[config.mk]
export PLATFORM = sky130hd
export DESIGN_NAME = mips_mio_bridge
export DESIGN_NICKNAME = d
export VERILOG_FILES = /design/src/rtl/mips_mio_bridge.sv
export SDC_FILE = /design/constraint.sdc
export NUM_CORES = 1
export LEC_CHECK = 0
export CAP_MARGIN = 15
export CORE_UTILIZATION = 44
export DETAILED_ROUTE_END_ITERATION = 12
export GPL_ROUTABILITY_DRIVEN = 1
export GPL_TIMING_DRIVEN = 0
export HOLD_SLACK_MARGIN = 0.05
export PLACE_DENSITY_LB_ADDON = 0.2
export RECOVER_POWER = 25
export SETUP_SLACK_MARGIN = 0.2
export SYNTH_ARGS = -nofsm -noshare
export SYNTH_HDL_FRONTEND = slang
export SYNTH_SLANG_ARGS = --single-unit
[constraint.sdc]
create_clock -name clk -period 2.1 [get_ports clk]
set_input_delay 0.525 -clock clk [delete_from_list [all_inputs] [get_ports clk]]
set_output_delay 0.525 -clock clk [all_outputs]
set_load 0.01 [all_outputs]
[src/rtl/mips_mio_bridge.sv]
// Handshaked, stalling memory bus master between the MIPS core and the MIO bus.
// Handles byte/half/word accesses, load extension, misalignment and bus timeout.
module mips_mio_bridge #(
   parameter int ADDR_W  = 32,
   parameter int TIMEOUT = 255,
   parameter int CNT_W   = 32
) (
   input  logic              clk,
   input  logic              rst_n,
   input  logic              req,
   input  logic              we,
   input  logic [1:0]        size,
   input  logic              sign_ext,
   input  logic [ADDR_W-1:0] addr,
   input  logic [31:0]       wdata,
   output logic              stall,
   output logic [31:0]       rdata,
   output logic              done,
   output logic              err,
   output logic [CNT_W-1:0]  stall_cnt,
   input  logic              MIO_ready,
   input  logic [31:0]       Data_in,
   output logic              CPU_MIO,
   output logic              mem_w,
   output logic [ADDR_W-1:0] Addr_out,
   output logic [31:0]       Data_out,
   output logic [3:0]        be
);

   typedef enum logic [1:0] {S_IDLE, S_BUS, S_DONE, S_ERR} state_t;

   state_t              state_q, state_d;
   logic                we_q, we_d;
   logic [1:0]          size_q, size_d;
   logic                sign_ext_q, sign_ext_d;
   logic [ADDR_W-1:0]   addr_q, addr_d;
   logic [31:0]         wdata_q, wdata_d;
   logic [31:0]         tmo_q, tmo_d;
   logic [31:0]         rdata_q, rdata_d;
   logic [CNT_W-1:0]    stall_cnt_q, stall_cnt_d;

   logic                misaligned;
   logic [31:0]         lane_shift;
   logic [15:0]         lane_half;
   logic [31:0]         load_ext;

   always_ff @(posedge clk or negedge rst_n) begin
      if (!rst_n) begin
         state_q     <= S_IDLE;
         we_q        <= 1'b0;
         size_q      <= 2'b00;
         sign_ext_q  <= 1'b0;
         addr_q      <= '0;
         wdata_q     <= '0;
         tmo_q       <= '0;
         rdata_q     <= '0;
         stall_cnt_q <= '0;
      end else begin
         state_q     <= state_d;
         we_q        <= we_d;
         size_q      <= size_d;
         sign_ext_q  <= sign_ext_d;
         addr_q      <= addr_d;
         wdata_q     <= wdata_d;
         tmo_q       <= tmo_d;
         rdata_q     <= rdata_d;
         stall_cnt_q <= stall_cnt_d;
      end
   end

   assign misaligned = ((size == 2'b01) && addr[0]) ||
                       (size[1] && (addr[1:0] != 2'b00));

   // Lane extraction from the bus word for the latched access.
   always_comb begin
      lane_shift = Data_in >> {addr_q[1:0], 3'b000};
      lane_half  = addr_q[1] ? Data_in[31:16] : Data_in[15:0];
      case (size_q)
         2'b00:   load_ext = sign_ext_q ? {{24{lane_shift[7]}}, lane_shift[7:0]}
                                        : {24'h000000, lane_shift[7:0]};
         2'b01:   load_ext = sign_ext_q ? {{16{lane_half[15]}}, lane_half}
                                        : {16'h0000, lane_half};
         default: load_ext = Data_in;
      endcase
   end

   always_comb begin
      state_d    = state_q;
      we_d       = we_q;
      size_d     = size_q;
      sign_ext_d = sign_ext_q;
      addr_d     = addr_q;
      wdata_d    = wdata_q;
      tmo_d      = tmo_q;
      rdata_d    = rdata_q;
      stall      = 1'b0;
      done       = 1'b0;
      err        = 1'b0;
      CPU_MIO    = 1'b0;
      mem_w      = 1'b0;
      Addr_out   = '0;
      Data_out   = '0;
      be         = 4'b0000;

      case (state_q)
         S_IDLE: begin
            // Gated by rst_n so a held req cannot keep stall high during reset.
            stall = req & rst_n;
            if (req) begin
               if (misaligned) begin
                  state_d = S_ERR;
               end else begin
                  we_d       = we;
                  size_d     = size;
                  sign_ext_d = sign_ext;
                  addr_d     = addr;
                  wdata_d    = wdata;
                  tmo_d      = '0;
                  state_d    = S_BUS;
               end
            end
         end
         S_BUS: begin
            stall    = 1'b1;
            CPU_MIO  = 1'b1;
            mem_w    = we_q;
            Addr_out = {addr_q[ADDR_W-1:2], 2'b00};
            case (size_q)
               2'b00: begin
                  be       = 4'b0001 << addr_q[1:0];
                  Data_out = {4{wdata_q[7:0]}};
               end
               2'b01: begin
                  be       = addr_q[1] ? 4'b1100 : 4'b0011;
                  Data_out = {2{wdata_q[15:0]}};
               end
               default: begin
                  be       = 4'b1111;
                  Data_out = wdata_q;
               end
            endcase
            if (!we_q) Data_out = '0;
            if (MIO_ready) begin
               rdata_d = we_q ? 32'h0 : load_ext;
               state_d = S_DONE;
            end else begin
               tmo_d = tmo_q + 32'd1;
               if ((TIMEOUT != 0) && (tmo_q == 32'(TIMEOUT - 1))) state_d = S_ERR;
            end
         end
         S_DONE: begin
            done    = 1'b1;
            state_d = S_IDLE;
         end
         default: begin
            err     = 1'b1;
            state_d = S_IDLE;
         end
      endcase

      stall_cnt_d = stall_cnt_q;
      if (stall && (stall_cnt_q != '1)) stall_cnt_d = stall_cnt_q + 1'b1;
   end

   assign rdata     = (state_q == S_DONE) ? rdata_q : 32'h0;
   assign stall_cnt = stall_cnt_q;

endmodule

==> results of run 1 <==
==> power groups by stage <==
stage	sequential, mW	clock [mW]	combinational (mW)
floorplan	4.95	0	3.90
global placement	5.16	0	6.13
detailed placement	5.19	0	6.23
CTS	5.17	3.28	8.00
global route	5.46	3.44	11.3
finish	5.39	3.33	10.8
==> registers in the layout, summed over array words and instances (netlist names) <==
signal,flops
size_q,2
addr_q,32
wdata_q,32
state_q,2
stall_cnt,32
sign_ext_q,1
tmo_q,32
rdata_q,32
we_q,1
==> metal layers <==
| metal | vias to the layer above | share of wire |
|---|---|---|
| met4 | 0 | 0.061 |
| met1 | 4592 | 0.37 |
| met2 | 677 | 0.48 |
| li1 | 3870 | - |
| met5 | - | 0 |
| met3 | 202 | 0.091 |
==> what timing repair did <==
item,CTS,global route
gates cloned,17,6
hold buffers,1,0
pin swaps,43,74
endpoints found under the hold margin,30,0
buffers inserted,56,72
setup endpoints to repair,294,275
gates resized for setup,631,319
==> synthesized netlist by cell type, drive strengths merged, types with 3 or more instances <==
master,number,area (µm²)
a2111o,7,78.8
a211oi,9,85.1
a21o,10,75.1
a21oi,41,209
a221o,17,170
a221oi,8,70.1
a31oi,5,31.3
and2,67,419
and3,15,93.8
and4,10,87.6
buf,22,121
clkbuf,27,103
dfrtp,166,4150
ha,3,37.5
inv,12,45.0
mux2,70,788
mux2i,19,190
nand2,75,282
nand2b,5,33.8
nand3,23,115
nand4,27,181
nor2,62,235
nor2b,11,68.8
nor3,7,35.0
nor4,9,68.8
o21ai,41,205
o22ai,8,50.1
o31ai,3,22.5
or3,11,68.8
or4,4,33.8
xnor2,24,210
xor2,11,96.3
==> cells by family (layout without fill, tap and decap cells) <==
| group | count (synthesis) | in the layout |
|---|---|---|
| flip-flops | 166 | 166 |
| XOR/XNOR | 35 | 35 |
| buffers and inverters | 62 | 483 |
| AND/OR/NAND/NOR | 334 | 336 |
| other | 1 | 3 |
| multiplexers | 90 | 90 |
| adder cells (fa/ha/maj) | 3 | 3 |
| AO/OA/AOI/OAI | 154 | 154 |
==> final timing paths <==
path	endpoint	from	cells after the start	slack (ps)
max	Data_out[27]	size_q[0]	7	-380
min	stall_cnt[7]	rst_n	2	60
max reg2reg	size_q[0]	state_q[0]	11	-220
min reg2reg	rdata_q[12]	rdata_q[12]	2	490
max in group asynchronous	wdata_q[8]	rst_n	2	330
min in group clk	rdata_q[12]	rdata_q[12]	2	490
==> cell usage in the layout, fill, tap and decap left out, types with 10 or more instances in the layout <==
master and n:
dfrtp_1 149, buf_6 99, clkdlybuf4s50_1 98, buf_4 82, mux2_4 67, nand2_1 61
buf_2 47, and2_4 42, nor2_1 40, o21ai_0 29, dlymetal6s2s_1 26, clkbuf_16 25
nand4_1 25, and2_1 24, a21oi_2 23, xnor2_1 22, buf_8 21, mux2i_1 19
buf_12 17, a221o_1 17, dfrtp_2 17, a21oi_1 16, nand3_1 15, nor2_2 12
nor2_4 11, nand2_2 11, xor2_1 11, inv_1 10, a21o_1 10, o21ai_1 10
dlygate4sd2_1 10
==> final cells by class <==
class | count | area, µm²
Multi-Input combinational cell | 620 | 5200
Fill cell | 1010 | 3950
Antenna cell | 1 | 2.50
Buffer | 48 | 637
Sequential cell | 166 | 4180
Clock inverter | 11 | 150
Inverter | 13 | 63.8
Clock buffer | 21 | 460
Timing Repair Buffer | 390 | 4000
Tap cell | 260 | 325
==> worst max-delay path, cell delays in order (launching register included) <==
cell and delay (ps):
dfrtp_2 440, buf_8 150, buf_6 130, mux2i_1 140, nor2_1 70, a21oi_1 310
nor2_2 120, buf_2 160
==> metrics.txt, run 1 <==
status=finished, violations left; failing checks=max-capacitance violations, max-slew violations, negative setup slack; worst skew pair latency=440 ps; root buf cell=clkbuf_16; Simple-Gate Fraction of Synth Area=0.209; port bufs=around 240; H-tree depth=4; Synth Flop Type=dfrtp_1; Total Wirelength=36400 µm; share of power burned in registers=0.276; DRC marker count from the first detailed-route iteration=906; drc violations=0; gr busiest metal=met2; Vias/cell=6.11; vias in the first global route=8394; Combinational Power Share=0.554; DP HPWL=~18000 µm; CTS tree=yes; FF+latch count, synth=between 150 and 200; initial antenna violation count=0; Mean Syn Cell Area=10.2 µm²; Post-Syn Instances=845; CP required=1570 ps; Min Hold Slack=60.4 ps; peak supply drop=approximately 830 µV; Synth Warn #=0; first-pass GRT wire length=45100 µm; crit path time final=2480 ps; main combinational cell family by area after synthesis=simple AND/OR/NAND/NOR gates; Worst Path Class, Setup=reg -> out; remaining antenna violation count=0; Critical Path AT=1950 ps; largest net degree at the start of global routing=53; Synth Area in XOR/XNOR=0.0356; Layout area overhead=74.1%; Sw Share=0.374; relative slew slack=-0.217; setup_tns=-28750 ps; met2 usage=0.485; Post-Layout Cell Count=1530; initial core utilization=0.455; routability cong.=0.861; Slew @ Worst Pin=1830 ps; vias post-DR=9341; nature of the critical path startpoint=register; mux cell area share after synthesis=0.116; placed inst area=11500 µm²; num ports=241; Clock Pin Slew Worst Setup and Hold Paths=~60 ps; Switching Power=between 7 and 8 mW; Final Power=19.5 mW; Internal=12.2 mW; worst setup margin=-377 ps; GRT Util Overall=0.293; die area=20200 µm²; Post-synth EDFFs=0; Clock Skews=roughly 15 ps; std cell rows=50; Slew Limit Fails=64; LEAKAGE=7.22 nW; number of distinct library cells after synthesis=60; final net count=1363; met1 global-route usage=0.359; Clk pwr share=0.170; asr flop ratio synth=1.00; Crit. End Element=output pin; Post-Synth Adder-Cell Area=0.00435; RSZ-0062 raised after global routing=true; met3 Use GR=0.0754; crit share post-route=1.18; MaxCap Viol Count=2; Worst Hold Class=in -> async; post-synthesis sequential area ratio=0.482; Worst Path Max Fanout=8; Post-Synthesis Cell Area=8620 µm²; cts bufs inserted=17; post-synthesis compound-gate area fraction=0.121; Final Setup Violations=220; DP Cell Count=approximately 1300; Final Instance Area=between 15000 and 20000 µm²; pre-CTS setup slack=-1150 ps; total gr overflow=0; pwr dens=approximately 1300 nW/µm²; total core area=~19000 µm²; total clock sinks=roughly 170; Die Height=142 µm; wire per inst=23.8 µm; share of cells above drive strength 1=0.458; die width=around 140 µm; post-layout util=0.792; TritonRoute pass-1 iters=5; final hold vios=0; Max Fclk=0.404 GHz; CTS Buffer Depth=2
No activity file was read; power rests on OpenSTA's default activity.
==> run 2, diff against run 1 <==
- PLACE_DENSITY_LB_ADDON: 0.2 -> 0.3
==> metrics.txt, run 2 (synthesis gave the netlist of run 1 again) <==
Slew @ Worst Pin=~1500 ps; Slew Limit Fails=between 100 and 150; Vias/cell=6.38; routability cong.=between 0.8 and 0.9; remaining antenna violation count=0; Die Height=142 µm; failing checks=max-capacitance violations, max-slew violations, negative setup slack; vias in the first global route=8268; Final Setup Violations=211; initial core utilization=0.455; Clock Pin Slew Worst Setup and Hold Paths=70 ps; drc violations=0; relative slew slack=-0.0304; die area=20200 µm²; std cell rows=50; H-tree depth=4; Worst Path Class, Setup=in -> reg; Final Power=20.4 mW; root buf cell=clkbuf_16; pre-CTS setup slack=-857 ps; GRT Util Overall=0.287; MaxCap Viol Count=1; LEAKAGE=around 7.3 nW; crit share post-route=1.14; register area=4180 µm²; placed inst area=11500 µm²; cts bufs inserted=17; Worst Hold Class=in -> reg; largest net degree at the start of global routing=roughly 120; Layout area overhead=76.4%; share of cells above drive strength 1=0.477; worst setup margin=-289 ps; crit path time final=2390 ps; Total Wirelength=40200 µm; CTS Buffer Depth=2; pwr dens=1340 nW/µm²; CTS tree=yes; nature of the critical path startpoint=input port; initial antenna violation count=1; wire per inst=approximately 27 µm; DP HPWL=18100 µm; Multi-input gate area=approximately 5300 µm²; status=finished, violations left; Final Instance Area=around 15000 µm²; TritonRoute pass-1 iters=9; worst skew pair latency=~440 ps; Crit. End Element=register; vias post-DR=9679; Max Fclk=0.419 GHz; commonest non-fill, non-tap cell in the layout=dfrtp_1; # fillers=889; first-pass GRT wire length=44300 µm; Critical Path AT=about 2700 ps; commonest non-fill, non-tap cells in the layout=dfrtp_1, buf_6, clkdlybuf4s50_1, buf_4, mux2_4; DRC marker count from the first detailed-route iteration=between 1000 and 1500; RSZ-0062 raised after global routing=true; final net count=roughly 1400; die width=around 140 µm; total core area=19000 µm²; peak supply drop=881 µV; port bufs=238; num ports=241; total gr overflow=0; total clock sinks=166; final hold vios=0; Worst Path Max Fanout=6; CP required=2420 ps; Clock Skews=19.8 ps
-- run 2: changes by cell type in the layout (fill, tap and decap cells not counted), moves of 6 or more --
cell | before | now
and2_1 | 24 | 3
and2_4 | 42 | 63
buf_2 | 47 | 29
buf_4 | 82 | 70
buf_6 | 99 | 124
clkbuf_16 | 25 | 31
clkbuf_2 | 8 | 2
dlygate4sd2_1 | 10 | 1
dlymetal6s2s_1 | 26 | 36
mux2i_1 | 19 | 11
-- run 2: worst paths after layout --
path | cells past startpoint | from | to | slack, ps
worst min register to register | 2 | rdata_q[4] | rdata_q[4] | 490
worst max-delay path | 9 | addr[0] | addr_q[22] | -290
min in group asynchronous | 2 | rst_n | stall_cnt[31] | 630
max in group asynchronous | 2 | rst_n | size_q[1] | 220
worst min-delay path | 2 | Data_in[31] | rdata_q[31] | 460
worst max register to register | 11 | state_q[0] | addr_q[22] | -260
-- run 2: power breakdown --
part           switching, mW  internal (mW)
Sequential              1.22           4.33
Combinational           5.21           6.41
Clock                   1.41           1.84
Total                   7.84           12.6
-- run 2: critical path, cell delays in order --
cell             delay (ps)
clkdlybuf4s50_1         480
o21ai_0                 380
a21o_1                  260
nand2_4                 100
nor2_4                  180
buf_12                  170
buf_12                  140
clkbuf_16               160
mux2_4                  300
-- run 2: through the flow --
stage	TNS (ps)	cells	hold slack (ps)	utilization
after floorplan	0	846	229	-
after global placement	-1394960	1344	450	0.603
after detailed placement	-125370	1346	458	0.605
after CTS	-11370	1438	9.58	0.690
after global routing	-34280	1517	487	0.802
final	-31340	1517	465	0.802
-- run 2: area by class of cell --
class | count | area share
Multi-Input combinational cell | 620 | 0.351
Antenna cell | 1 | 0.000165
Timing Repair Buffer | 377 | 0.267
Clock buffer | 20 | 0.0307
Inverter | 13 | 0.00461
Clock inverter | 12 | 0.00840
Buffer | 48 | 0.0426
Sequential cell | 166 | 0.275
Tap cell | 260 | 0.0214
-- run 2: timing repair --
item / 4_1_cts / 5_1_grt
hold endpoints to repair: 50 / 40
gates resized for setup: 640 / 380
setup buffers: 49 / 66
endpoints found under the setup margin: 283 / 290
gates cloned: 12 / 10
pin swaps: 55 / 77
-- run 2: metal layers --
metal | wire length (µm) | track usage
met1 | 14100 | 0.354
met2 | 19000 | 0.461
met3 | 3870 | 0.0730
met4 | 3230 | 0.157
met5 | 0 | 0
==> RTL change: new RTL, settings of run 2 <==
Change the parameter `ADDR_W` from 32 to 16.
--- a/src/rtl/mips_mio_bridge.sv
+++ b/src/rtl/mips_mio_bridge.sv
@@ -1,7 +1,7 @@
 // Handshaked, stalling memory bus master between the MIPS core and the MIO bus.
 // Handles byte/half/word accesses, load extension, misalignment and bus timeout.
 module mips_mio_bridge #(
-   parameter int ADDR_W  = 32,
+   parameter int ADDR_W  = 16,
    parameter int TIMEOUT = 255,
    parameter int CNT_W   = 32
 ) (
Ports: changed (resized Addr_out and addr); port bits go from 241 to 209. The function was not compared with the original's and may differ.
==> RTL change against run 2 <==
  * The run ends with hold timing, setup timing left
  * Cell count down 2.6%
  * Design area down 5.3%
  * Total power down 7.8%
  * Area after synthesis down 7.0%
  * Maximum frequency up 1.7%
  * Combinational power down 9%
  * Wire length down 13%
  * Global-route usage up 1.1 points
  * Sequential cell count down 16
  * Setup slack better by 0.039 ns
  * Critical path type is now reg2out
==> RTL change: results (changes against run 2) <==
| Metric | Value |
|---|---|
| Met2 GRT Util | 49.7% (was 46.1%) |
| Vias in the first global route | 8126 (was 8268) |
| 1st-pass router iterations | 7 (was 9) |
| Critical path origin | state_q[1]$_DFFE_PN0P_ (was addr[0]) |
| Number of antenna violations at the first check in global routing | 0 (was 1) |
| Average detailed-routed wire length per instance | 23.6 um (was 26.5 um) |
| Number of failing setup endpoints in the final timing report | 100 (was 211) |
| Outcome | complete, but fails checks (unchanged) |
| Placed instance area | 10400 um^2 (was 11500 um^2) |
| Iter 0 DRT Violations | 927 (was 1128) |
| Number of input and output port buffers inserted | 206 (was 238) |
| Layout Skew | 0.0114 ns (was 0.0198 ns) |
| Leading post-synthesis cells by instance count | 150 x sky130_fd_sc_hd__dfrtp_1, 136 x sky130_fd_sc_hd__nand2_1, 69 x sky130_fd_sc_hd__nor2_1 (was 166 x sky130_fd_sc_hd__dfrtp_1, 75 x sky130_fd_sc_hd__nand2_1, 69 x sky130_fd_sc_hd__mux2_2) |
| Fraction of final layout cells with drive strength greater than 1 | 46.5% (was 47.7%) |
| Layout fillers | 890 (was 889) |
| Final critical-path setup slack | -0.250 ns (was -0.289 ns) |
| Terminus of the critical flop-to-flop path | stall_cnt[6]$_DFFE_PN0P_ (was addr_q[22]$_DFFE_PN0P_) |
| Normalized max-slew margin | 17.9% (was -3.04%) |
| TNS Setup | -10.76 ns (was -31.34 ns) |
| LEAKAGE | 7.01 nW (was 7.29 nW) |
| Met3 WL | 3320 um (was 3870 um) |
| Violations in the final reports | hold timing, setup timing (was capacitance limit, slew limit, setup timing) |
| Part of the Yosys area used for sequential elements | 46.8% (was 48.2%) |
| DP Wirelength | 16700 um (was 18100 um) |
| Hold Fails Final Rpt | 15 (was 0) |
| Met1 track demand over resource | 37.6% (was 35.4%) |
| Routed length on met1 | 12600 um (was 14100 um) |
| Cells on worst reg2reg path | 8 (was 11) |
| Largest net degree at the start of global routing | 85 (was 117) |
| Slack of the worst reg-to-reg path | -0.15 ns (was -0.26 ns) |
| ANT cells | 0 (was 1) |
| Maximum vdd drop | 0.796 mV (was 0.881 mV) |
| Final hold slack | -0.0405 ns (was 0.465 ns) |
| Gr usage total | 29.8% (was 28.7%) |
| Cell-internal power | 11.6 mW (was 12.6 mW) |
| Global-route wire length before repair | 42700 um (was 44300 um) |
| Via density per instance | 6.18 (was 6.38) |
| Routability congestion estimate | 0.843 (was 0.826) |
| Critical path data arrival time | 1.83 ns (was 2.71 ns) |
| Ranking of synthesized cells by area | sky130_fd_sc_hd__dfrtp_1 47%, sky130_fd_sc_hd__nand2_1 6.4%, sky130_fd_sc_hd__mux2_2 4.4% (was sky130_fd_sc_hd__dfrtp_1 48%, sky130_fd_sc_hd__mux2_2 9.0%, sky130_fd_sc_hd__and2_1 4.9%) |
| Met3 capacity usage during global routing | 6.89% (was 7.30%) |
==> RTL change: cell count changes after synthesis, sizes merged, moves of 7 or more <==
cell,delta
mux2,-38
nand4,-9
nand2,+62
nor2,+8
and2,-18
nor3,+12
xor2,+14
o21ai,-7
nor4,+7
inv,+7
dfrtp,-16
xnor2,-15
==> RTL change: power groups by stage <==
stage | clock network, mW | logic, mW | registers, mW
5_1_grt | 3.56 | 11.1 | 4.84
6_report | 3.45 | 10.6 | 4.77
3_5_place_dp | 0 | 5.37 | 4.61
3_3_place_gp | 0 | 5.27 | 4.58
2_1_floorplan | 0 | 3.38 | 4.39
4_1_cts | 3.39 | 7.91 | 4.58
==> RTL change: metrics by stage <==
stage / utilization [%] / worst slack (ns) / power [mW] / std cells / hold slack (ns)
4_1_cts: 72.4 / -0.174 / 15.9 / 1407 / 0.00178
6_report: 82.1 / -0.250 / 18.8 / 1477 / -0.0405
2_1_floorplan: - / -0.00183 / 7.77 / 850 / 0.229
3_5_place_dp: 59.5 / -0.950 / 9.98 / 1282 / 0.462
5_1_grt: 82.1 / -0.267 / 19.5 / 1477 / -0.0190
3_3_place_gp: 59.3 / -6.60 / 9.84 / 1281 / 0.457
==> RTL change: area by class of cell <==
| cell class | count | area [um^2] | area share (%) |
|---|---|---|---|
| tap | 225 | 282 | 1.96 |
| inverter | 19 | 96.3 | 0.670 |
| sequential | 150 | 3770 | 26.2 |
| multi-input combinational | 634 | 5180 | 36.0 |
| buffer | 47 | 626 | 4.35 |
| timing repair inverter | 1 | 8.76 | 0.0609 |
| timing repair buffer | 369 | 3780 | 26.2 |
| clock inverter | 10 | 168 | 1.17 |
| clock buffer | 22 | 484 | 3.36 |
==> RTL change: cell families after synthesis <==
kind of cell               count (synthesis)  synth area share, %
buffers and inverters                     67                 3.54
adders and majority gates                  3                0.468
muxes                                     54                 7.44
DFF                                      150                 46.8
other                                      1               0.0468
xor gates and xnor gates                  34                 3.71
AOI/OAI and AO/OA                        152                 13.4
and+or+nand+nor                          388                 24.6
==> RTL change: what timing repair did <==
item,4_1_cts,5_1_grt
endpoints found under the hold margin,66,59
endpoints found under the setup margin,263,251
resized for setup,652,304
setup buffers,82,65
cloned,12,5
pin swaps,67,79
==> RTL change: worst max-delay path, stage by stage, from the launching register on <==
cell and delay [ns]:
sky130_fd_sc_hd__dfrtp_2 0.44, sky130_fd_sc_hd__nand2b_4 0.22, sky130_fd_sc_hd__clkinv_8 0.11, sky130_fd_sc_hd__clkbuf_8 0.17
sky130_fd_sc_hd__o21ai_2 0.07, sky130_fd_sc_hd__a21oi_1 0.20, sky130_fd_sc_hd__buf_2 0.18
